`src/rtl/mem_port_arbiter.sv`:
```
// Two-port arbiter sharing one wait-state memory: registered grant FSM, round-robin or fixed priority.
// Optional watchdog timeout compiled in with MEM_ARB_TIMEOUT_EN.
module mem_port_arbiter #(
  parameter int unsigned ADDR_W    = 32,
  parameter int unsigned PRIO_MODE = 0,
  parameter int unsigned TIMEOUT   = 64
) (
  input  logic              clk_i,
  input  logic              rst_i,
  input  logic              p0_re_i,
  input  logic              p0_we_i,
  input  logic [ADDR_W-1:0] p0_add_i,
  input  logic [3:0]        p0_ble_i,
  input  logic [31:0]       p0_d_i,
  output logic [31:0]       p0_d_o,
  output logic              p0_valid_o,
  input  logic              p1_re_i,
  input  logic              p1_we_i,
  input  logic [ADDR_W-1:0] p1_add_i,
  input  logic [3:0]        p1_ble_i,
  input  logic [31:0]       p1_d_i,
  output logic [31:0]       p1_d_o,
  output logic              p1_valid_o,
  output logic              mem_re_o,
  output logic              mem_we_o,
  output logic [ADDR_W-1:0] mem_add_o,
  output logic [3:0]        mem_ble_o,
  output logic [31:0]       mem_d_o,
  input  logic [31:0]       mem_d_i,
  input  logic              mem_valid_i,
  output logic              err_o
);

  localparam logic [31:0] TIMEOUT_WORD = 32'hDEAD_BEEF;

  if (TIMEOUT < 2) begin : g_timeout_range
    $error("mem_port_arbiter: TIMEOUT must be >= 2");
  end

  typedef enum logic [1:0] {IDLE, GNT0, GNT1} state_t;

  state_t state_q, state_d;
  logic   rr_last_q, rr_last_d;
  logic   req0, req1;
  logic   timeout;

  assign req0 = p0_re_i | p0_we_i;
  assign req1 = p1_re_i | p1_we_i;

`ifdef MEM_ARB_TIMEOUT_EN
  localparam int unsigned TMR_W = $clog2(TIMEOUT);

  logic [TMR_W-1:0] timer_q;

  // Counts granted cycles; held at zero while idle so every grant starts fresh.
  always_ff @(posedge clk_i or posedge rst_i) begin
    if (rst_i) begin
      timer_q <= '0;
    end else if (state_q == IDLE) begin
      timer_q <= '0;
    end else begin
      timer_q <= timer_q + TMR_W'(1);
    end
  end

  assign timeout = (timer_q == TMR_W'(TIMEOUT - 1));
`else
  assign timeout = 1'b0;
`endif

  always_ff @(posedge clk_i or posedge rst_i) begin
    if (rst_i) begin
      state_q   <= IDLE;
      rr_last_q <= 1'b1;
    end else begin
      state_q   <= state_d;
      rr_last_q <= rr_last_d;
    end
  end

  always_comb begin
    state_d    = state_q;
    rr_last_d  = rr_last_q;
    mem_re_o   = 1'b0;
    mem_we_o   = 1'b0;
    mem_add_o  = '0;
    mem_ble_o  = '0;
    mem_d_o    = '0;
    p0_valid_o = 1'b0;
    p0_d_o     = '0;
    p1_valid_o = 1'b0;
    p1_d_o     = '0;
    err_o      = 1'b0;

    case (state_q)
      IDLE: begin
        // Ties go to port 1 in fixed mode, otherwise to the port not served last.
        if (req0 && req1) begin
          if ((PRIO_MODE != 0) || !rr_last_q) begin
            state_d   = GNT1;
            rr_last_d = 1'b1;
          end else begin
            state_d   = GNT0;
            rr_last_d = 1'b0;
          end
        end else if (req0) begin
          state_d   = GNT0;
          rr_last_d = 1'b0;
        end else if (req1) begin
          state_d   = GNT1;
          rr_last_d = 1'b1;
        end
      end

      GNT0: begin
        mem_re_o  = p0_re_i & ~p0_we_i;
        mem_we_o  = p0_we_i;
        mem_add_o = p0_add_i;
        mem_ble_o = p0_ble_i;
        mem_d_o   = p0_d_i;
        if (mem_valid_i) begin
          p0_valid_o = 1'b1;
          p0_d_o     = mem_d_i;
          state_d    = IDLE;
        end else if (timeout) begin
          p0_valid_o = 1'b1;
          p0_d_o     = TIMEOUT_WORD;
          err_o      = 1'b1;
          state_d    = IDLE;
        end
      end

      GNT1: begin
        mem_re_o  = p1_re_i & ~p1_we_i;
        mem_we_o  = p1_we_i;
        mem_add_o = p1_add_i;
        mem_ble_o = p1_ble_i;
        mem_d_o   = p1_d_i;
        if (mem_valid_i) begin
          p1_valid_o = 1'b1;
          p1_d_o     = mem_d_i;
          state_d    = IDLE;
        end else if (timeout) begin
          p1_valid_o = 1'b1;
          p1_d_o     = TIMEOUT_WORD;
          err_o      = 1'b1;
          state_d    = IDLE;
        end
      end

      default: state_d = IDLE;
    endcase
  end

endmodule

```
`config.mk`:
```
export PLATFORM = sky130hd
export DESIGN_NAME = mem_port_arbiter
export DESIGN_NICKNAME = d
export VERILOG_FILES = /design/src/rtl/mem_port_arbiter.sv
export SDC_FILE = /design/constraint.sdc
export NUM_CORES = 1
export LEC_CHECK = 0
export CAP_MARGIN = 20
export CELL_PAD_IN_SITES_DETAIL_PLACEMENT = 0
export CELL_PAD_IN_SITES_GLOBAL_PLACEMENT = 1
export CORE_MARGIN = 2
export CORE_UTILIZATION = 12
export DETAILED_ROUTE_END_ITERATION = 8
export PLACE_DENSITY = 0.89
export SLEW_MARGIN = 5
export SYNTH_ARGS = -nofsm -noshare
export SYNTH_HDL_FRONTEND = slang
export SYNTH_SLANG_ARGS = --single-unit
```
`constraint.sdc`:
```
create_clock -name clk_i -period 3 [get_ports clk_i]
set_clock_uncertainty 0.1 [all_clocks]
set_input_delay 0.9 -clock clk_i [delete_from_list [all_inputs] [get_ports clk_i]]
set_output_delay 0.9 -clock clk_i [all_outputs]
set_load 0.05 [all_outputs]
```
# After elaboration in Yosys (flattened, before gate mapping)

Index checks and enable logic that the tools add are counted.

Multiplexer cells: 21
Div/mod/pow operators: 0
Shifts and indexed selects: 0
Bitwise logic cells: 6
Order comparisons: 0
Equal/unequal tests: 4
Multipliers: 0
$add $sub $neg: 0
Reductions and logical operators: 6

Operators by type and width:

| cell                                                   | count |
|---|---|
| one-hot mux 32 bit (2 select lines)                    | 2 |
| 2-to-1 mux 32 bit                                      | 3 |
| 2-to-1 mux 2 bit                                       | 5 |
| one-hot mux 4 bit (2 select lines)                     | 1 |
| 2-to-1 mux 1 bit                                       | 7 |
| inequality test 4 bit (second input constant)          | 1 |
| one-hot mux 1 bit (2 select lines)                     | 2 |
| one-hot mux 2 bit (2 select lines)                     | 1 |
| AND reduction 2 bit                                    | 2 |
| nonzero test 3 bit                                     | 1 |
| bitwise AND 1 bit                                      | 2 |
| equality test 2 x 1 -> 1 bit (second input constant)   | 1 |
| equality test 2 bit (second input constant)            | 1 |
| zero test 2 bit                                        | 1 |
| inequality test 2 x 1 -> 1 bit (second input constant) | 1 |
| NOT 1 bit                                              | 2 |
| OR 1 bit                                               | 2 |
| OR reduction 2 bit                                     | 1 |
| logical AND 1 bit                                      | 1 |

Flip-flop bits (word level): 3
Bits in latches: 0
Bits in read-only memories: 0
Memories kept: 0
Bits in writable memories: 0
Word-level logic and storage cells: 39

# Logic depth before layout (Yosys ltp)

Depth in word-level cells: 5
Mapped depth: 6
Depth with buffers taken out: 5

# Worst setup path before layout

Ideal clock, no wire load.

Path kind: reg2out
Start point: reg state_q[1]
End point: out mem_add_o[12]
Data required time: 2.000 ns
Arrival time: 1.938 ns
Path buffers: 2
Setup slack: 0.062 ns
Stages on the path, launching flop included: 7
Cells stage by stage: dfrtp_1 inv_1 ha_1 clkbuf_1 clkbuf_1 a22oi_1 nor2b_1

Word-level cells in the longest chain between the ends: 2
Elaborated cells between the ends (all ways): 3
Those cells by class: eq/ne: 2; mux: 1

Ends and longest elaborated chain:

| what                                                                       | line | RTL |
|---|---|---|
| start, declared                                                            | 42   | `state_t state_q, state_d;` |
| start signal, assigned                                                     | 76   | `state_q <= state_d;` |
| equality test 2 bit / equality test 2 x 1 -> 1 bit (equally long branches) | 95   | `case (state_q)` |
| one-hot mux 32 bit (2 select lines) (*)                                    | 95   |  |
| end, declared                                                              | 26   | `output logic [ADDR_W-1:0] mem_add_o,` |

Mark *: on every way between the ends. The rest lies on a longest branch, timed or not.

# Final worst setup path

Start point: in mem_valid_i
End point: out p1_d_o[24]

Word-level cells in the longest chain between the ends: 2

Ends and longest elaborated chain:

| what              | line | RTL |
|---|---|---|
| start, declared   | 30   | `input logic mem_valid_i,` |
| 2-to-1 mux 32 bit | 139  | `if (mem_valid_i) begin` |
| 2-to-1 mux 32 bit | 95   |  |
| end, declared     | 22   | `output logic [31:0] p1_d_o,` |

No other way between the ends.

==> flow_metrics.py <==
metrics = {
    "floorplan": {
        "die_x_um": 125.2,
        "placementRows": 44,
        "die_h_um": 125.2,
        "io_pins": 312,
        "initial_core_util": 0.1222,
        "core_um2": 14420,
        "dieArea_um2": 15680,
    },
    "cts": {
        "htree_levels": 1,
        "ctsLongestPathBuffers": 2,
        "clkTransAtPathRegs_ns": 0.03,
        "cts_root_buf": "clkbuf_16",
        "cts_setup_buffers": 0,
        "clock_latency_ns": 0.23,
        "cts_tree": "built",
        "cts_sinks": 3,
        "cts_buffers": 3,
    },
    "critical_path": {
        "critPathRequiredTime_ns": 2.00,
        "rr_endpoint": "state_q[0]",
        "cp.depth": 4,
        "worstPathMaxFanout": 26,
        "endpoint_kind": "output port",
        "slowest_stage": "bufbuf_16",
        "crit_path_start_kind": "primary input",
        "startpoint": "mem_valid_i",
        "max_stage_delay_ns": 0.34,
        "cp_num_buf_inv": 3,
        "cpLargestDelayFamily": "buffers and inverters",
        "worstReg2RegStart": "state_q[1]",
        "reg2reg_depth": 6,
        "r2r_slack_ns": 1.13,
        "path_cells": "dlygate4sd2_1 -> bufbuf_16 -> and3_1 -> buf_12",
        "cp.arrival_ns": 1.94,
        "path_class": "in -> out",
    },
    "power": {
        "cell_internal_pwr_mw": 2.417,
        "max-vdd-ir-drop_uv": 412.1,
        "clockPowerShare": 0.044,
        "leakage_nw": 2.647,
        "power_mw": 4.979,
        "p_switching_mw": 2.562,
        "swShare": 0.5146,
        "comb_power_share": 0.940,
        "power_frac_seq": 0.016,
        "power_density_nw_per_um2": 757.9,
    },
    "synth": {
        "ys_warn_count": 0,
        "yosysSeqAreaShare": 0.04329,
        "syn-cell-area_um2": 1763,
        "synth_top_cell_by_area": "a22oi_1",
        "yosys-top-cells-area": "a22oi_1 29%, nor2b_1 24%, and3_1 23%",
        "yosysUniqueCellTypes": 24,
        "ys_ff_latch": 3,
        "synth_top_area_frac": 0.2938,
        "syn_nets": 449,
        "synthCells": 269,
        "avgSynthCellArea_um2": 6.554,
    },
    "global_route": {
        "antenna_found_initial": 0,
        "groute.usage.overall": 0.1413,
        "grt_max_degree": 71,
        "overflow": 0,
        "grt_pass1_vias": 3307,
        "grt_pass1_wl_um": 18260,
    },
    "detailed_routing": {
        "drtPass1Iterations": 4,
        "wire_per_inst_um": 16.26,
        "first_iter_violations": 151,
        "totalWireLength_um": 12060,
        "detail-route-antenna-nets": 0,
        "drc": 0,
        "highest_layer": "met4",
        "wl_met1_um": 4349,
        "wl_met3_um": 839,
        "wl_met2_um": 6705,
        "vias_per_cell": 4.480,
        "num_vias": 3324,
    },
    "layout": {
        "final_cell_mix": "172 x clkdlybuf4s50_1, 139 x buf_12, 69 x a22oi_1, 69 x nor2b_1, 62 x and3_1",
        "drive_gt1_frac": 0.2849,
        "final_common_cell": "clkdlybuf4s50_1",
        "utilization": 0.4555,
        "fin_nets": 739,
        "antennaDiodeCount": 0,
        "stdcell_area_um2": 6570,
        "area_delta_synth_final_pct": 272.7,
    },
    "sta": {
        "fin_crit_ns": 2.940,
        "rsz0062_at_grt": "no",
        "setup_viol": 0,
        "fin_crit_sh": 0.9798,
        "finalHoldViolCount": 0,
        "finalMaxSlewViolations": 0,
        "max_freq_mhz": 340.2,
    },
    "worst_hold_path": {
        "min_path_type": "reg -> reg",
        "worstHoldStart": "rr_last_q",
        "whs_endpoint": "rr_last_q",
        "hold_path_depth": 2,
    },
    "place": {
        "hpwl_um": 9876,
        "placed_cell_area_um2": 6440,
        "io_buffers": 310,
        "gp_congestion": 0.8775,
    },
    "run_status": {
        "status": "finished clean",
    },
    "flow_run": {
        "drv_cap": 0,
    },
}
[cell families (layout without fill, tap and decap cells)]
| group | count (synthesis) | after routing | synth area share |
|---|---|---|---|
| simple gates | 142 | 142 | 0.5053 |
| compound gates | 77 | 77 | 0.3229 |
| fa+ha+maj | 5 | 5 | 0.03549 |
| buf+inv | 41 | 330 | 0.09084 |
| other cells | 1 | 1 | 0.002127 |
| flops | 3 | 3 | 0.04330 |
[stage by stage]
step | cells | setup WS (ns) | hold WS (ns) | setup TNS, ns
final | 742 | 0.06048 | 0.4278 | 0
after floorplan | 269 | 0.06212 | 0.4048 | 0
after global routing | 742 | 0.003862 | 0.4485 | 0
after detailed placement | 737 | -0.06811 | 0.4216 | -1.704
after CTS | 742 | 0.02678 | 0.4242 | 0
after global placement | 737 | -0.01230 | 0.4125 | -0.2173
[cell usage after synthesis (all sizes together)]
master,instances
a31oi,1
and3,64
ha,5
o22a,1
or4,1
inv,4
nand2,1
conb,1
o21ai,1
dfrtp,2
and2,3
nor2,1
dfstp,1
o21a,1
a21oi,1
o22ai,3
clkbuf,34
buf,3
nand3,1
or2b,1
nand3b,1
nor2b,69
a22oi,69
[flip-flops by register name, summed over array words and instances, names as in the netlist]
register	flops
state_q	2
rr_last_q	1
[timing repair]
action | 4_1_cts | 5_1_grt
setup endpoints to repair | 68 | 4
hold buffers | 0 | 0
gates cloned | 1 | 0
gates resized for setup | 4 | 2
[how the worst max path moves through the flow]
| stage | to | slack (ns) |
|---|---|---|
| 3_3_place_gp | p1_d_o[23] | -0.01 |
| 5_1_grt | p1_d_o[30] | 0.004 |
| 3_5_place_dp | p0_d_o[17] | -0.07 |
| 4_1_cts | mem_re_o | 0.03 |
| 6_report | p1_d_o[24] | 0.06 |
| 2_1_floorplan | mem_add_o[12] | 0.06 |
[cell type report]
cell class / count / area, um2
fillers: 1336 / 7854
repair buffers: 322 / 4626
multi-input cells: 225 / 1544
well taps: 184 / 230.2
clock buffers: 4 / 78.83
flip-flops and latches: 3 / 76.32
inverters: 4 / 15.01
[power groups by stage]
stage | Clock, mW | Sequential (mW) | Combinational [mW]
after global routing | 0.223 | 0.0824 | 4.88
after floorplan | 0 | 0.0751 | 2.43
after detailed placement | 0 | 0.0795 | 4.69
after global placement | 0 | 0.0778 | 4.61
final | 0.218 | 0.0796 | 4.68
after CTS | 0.223 | 0.0792 | 4.71
[per-layer routing]
layer / track usage / vias to the layer above
met5: 0 / -
met4: 0.02418 / 0
met3: 0.02824 / 13
met2: 0.2769 / 167
met1: 0.1581 / 1575
li1: - / 1569
[worst reg2reg max path: stages (launching register included)]
cell and delay (ns):
dfrtp_1 0.37, inv_1 0.11, ha_2 0.34, buf_4 0.25, or2b_2 0.34, o21a_1 0.12, o22ai_1 0.15
(Power assumes the default switching activity.)
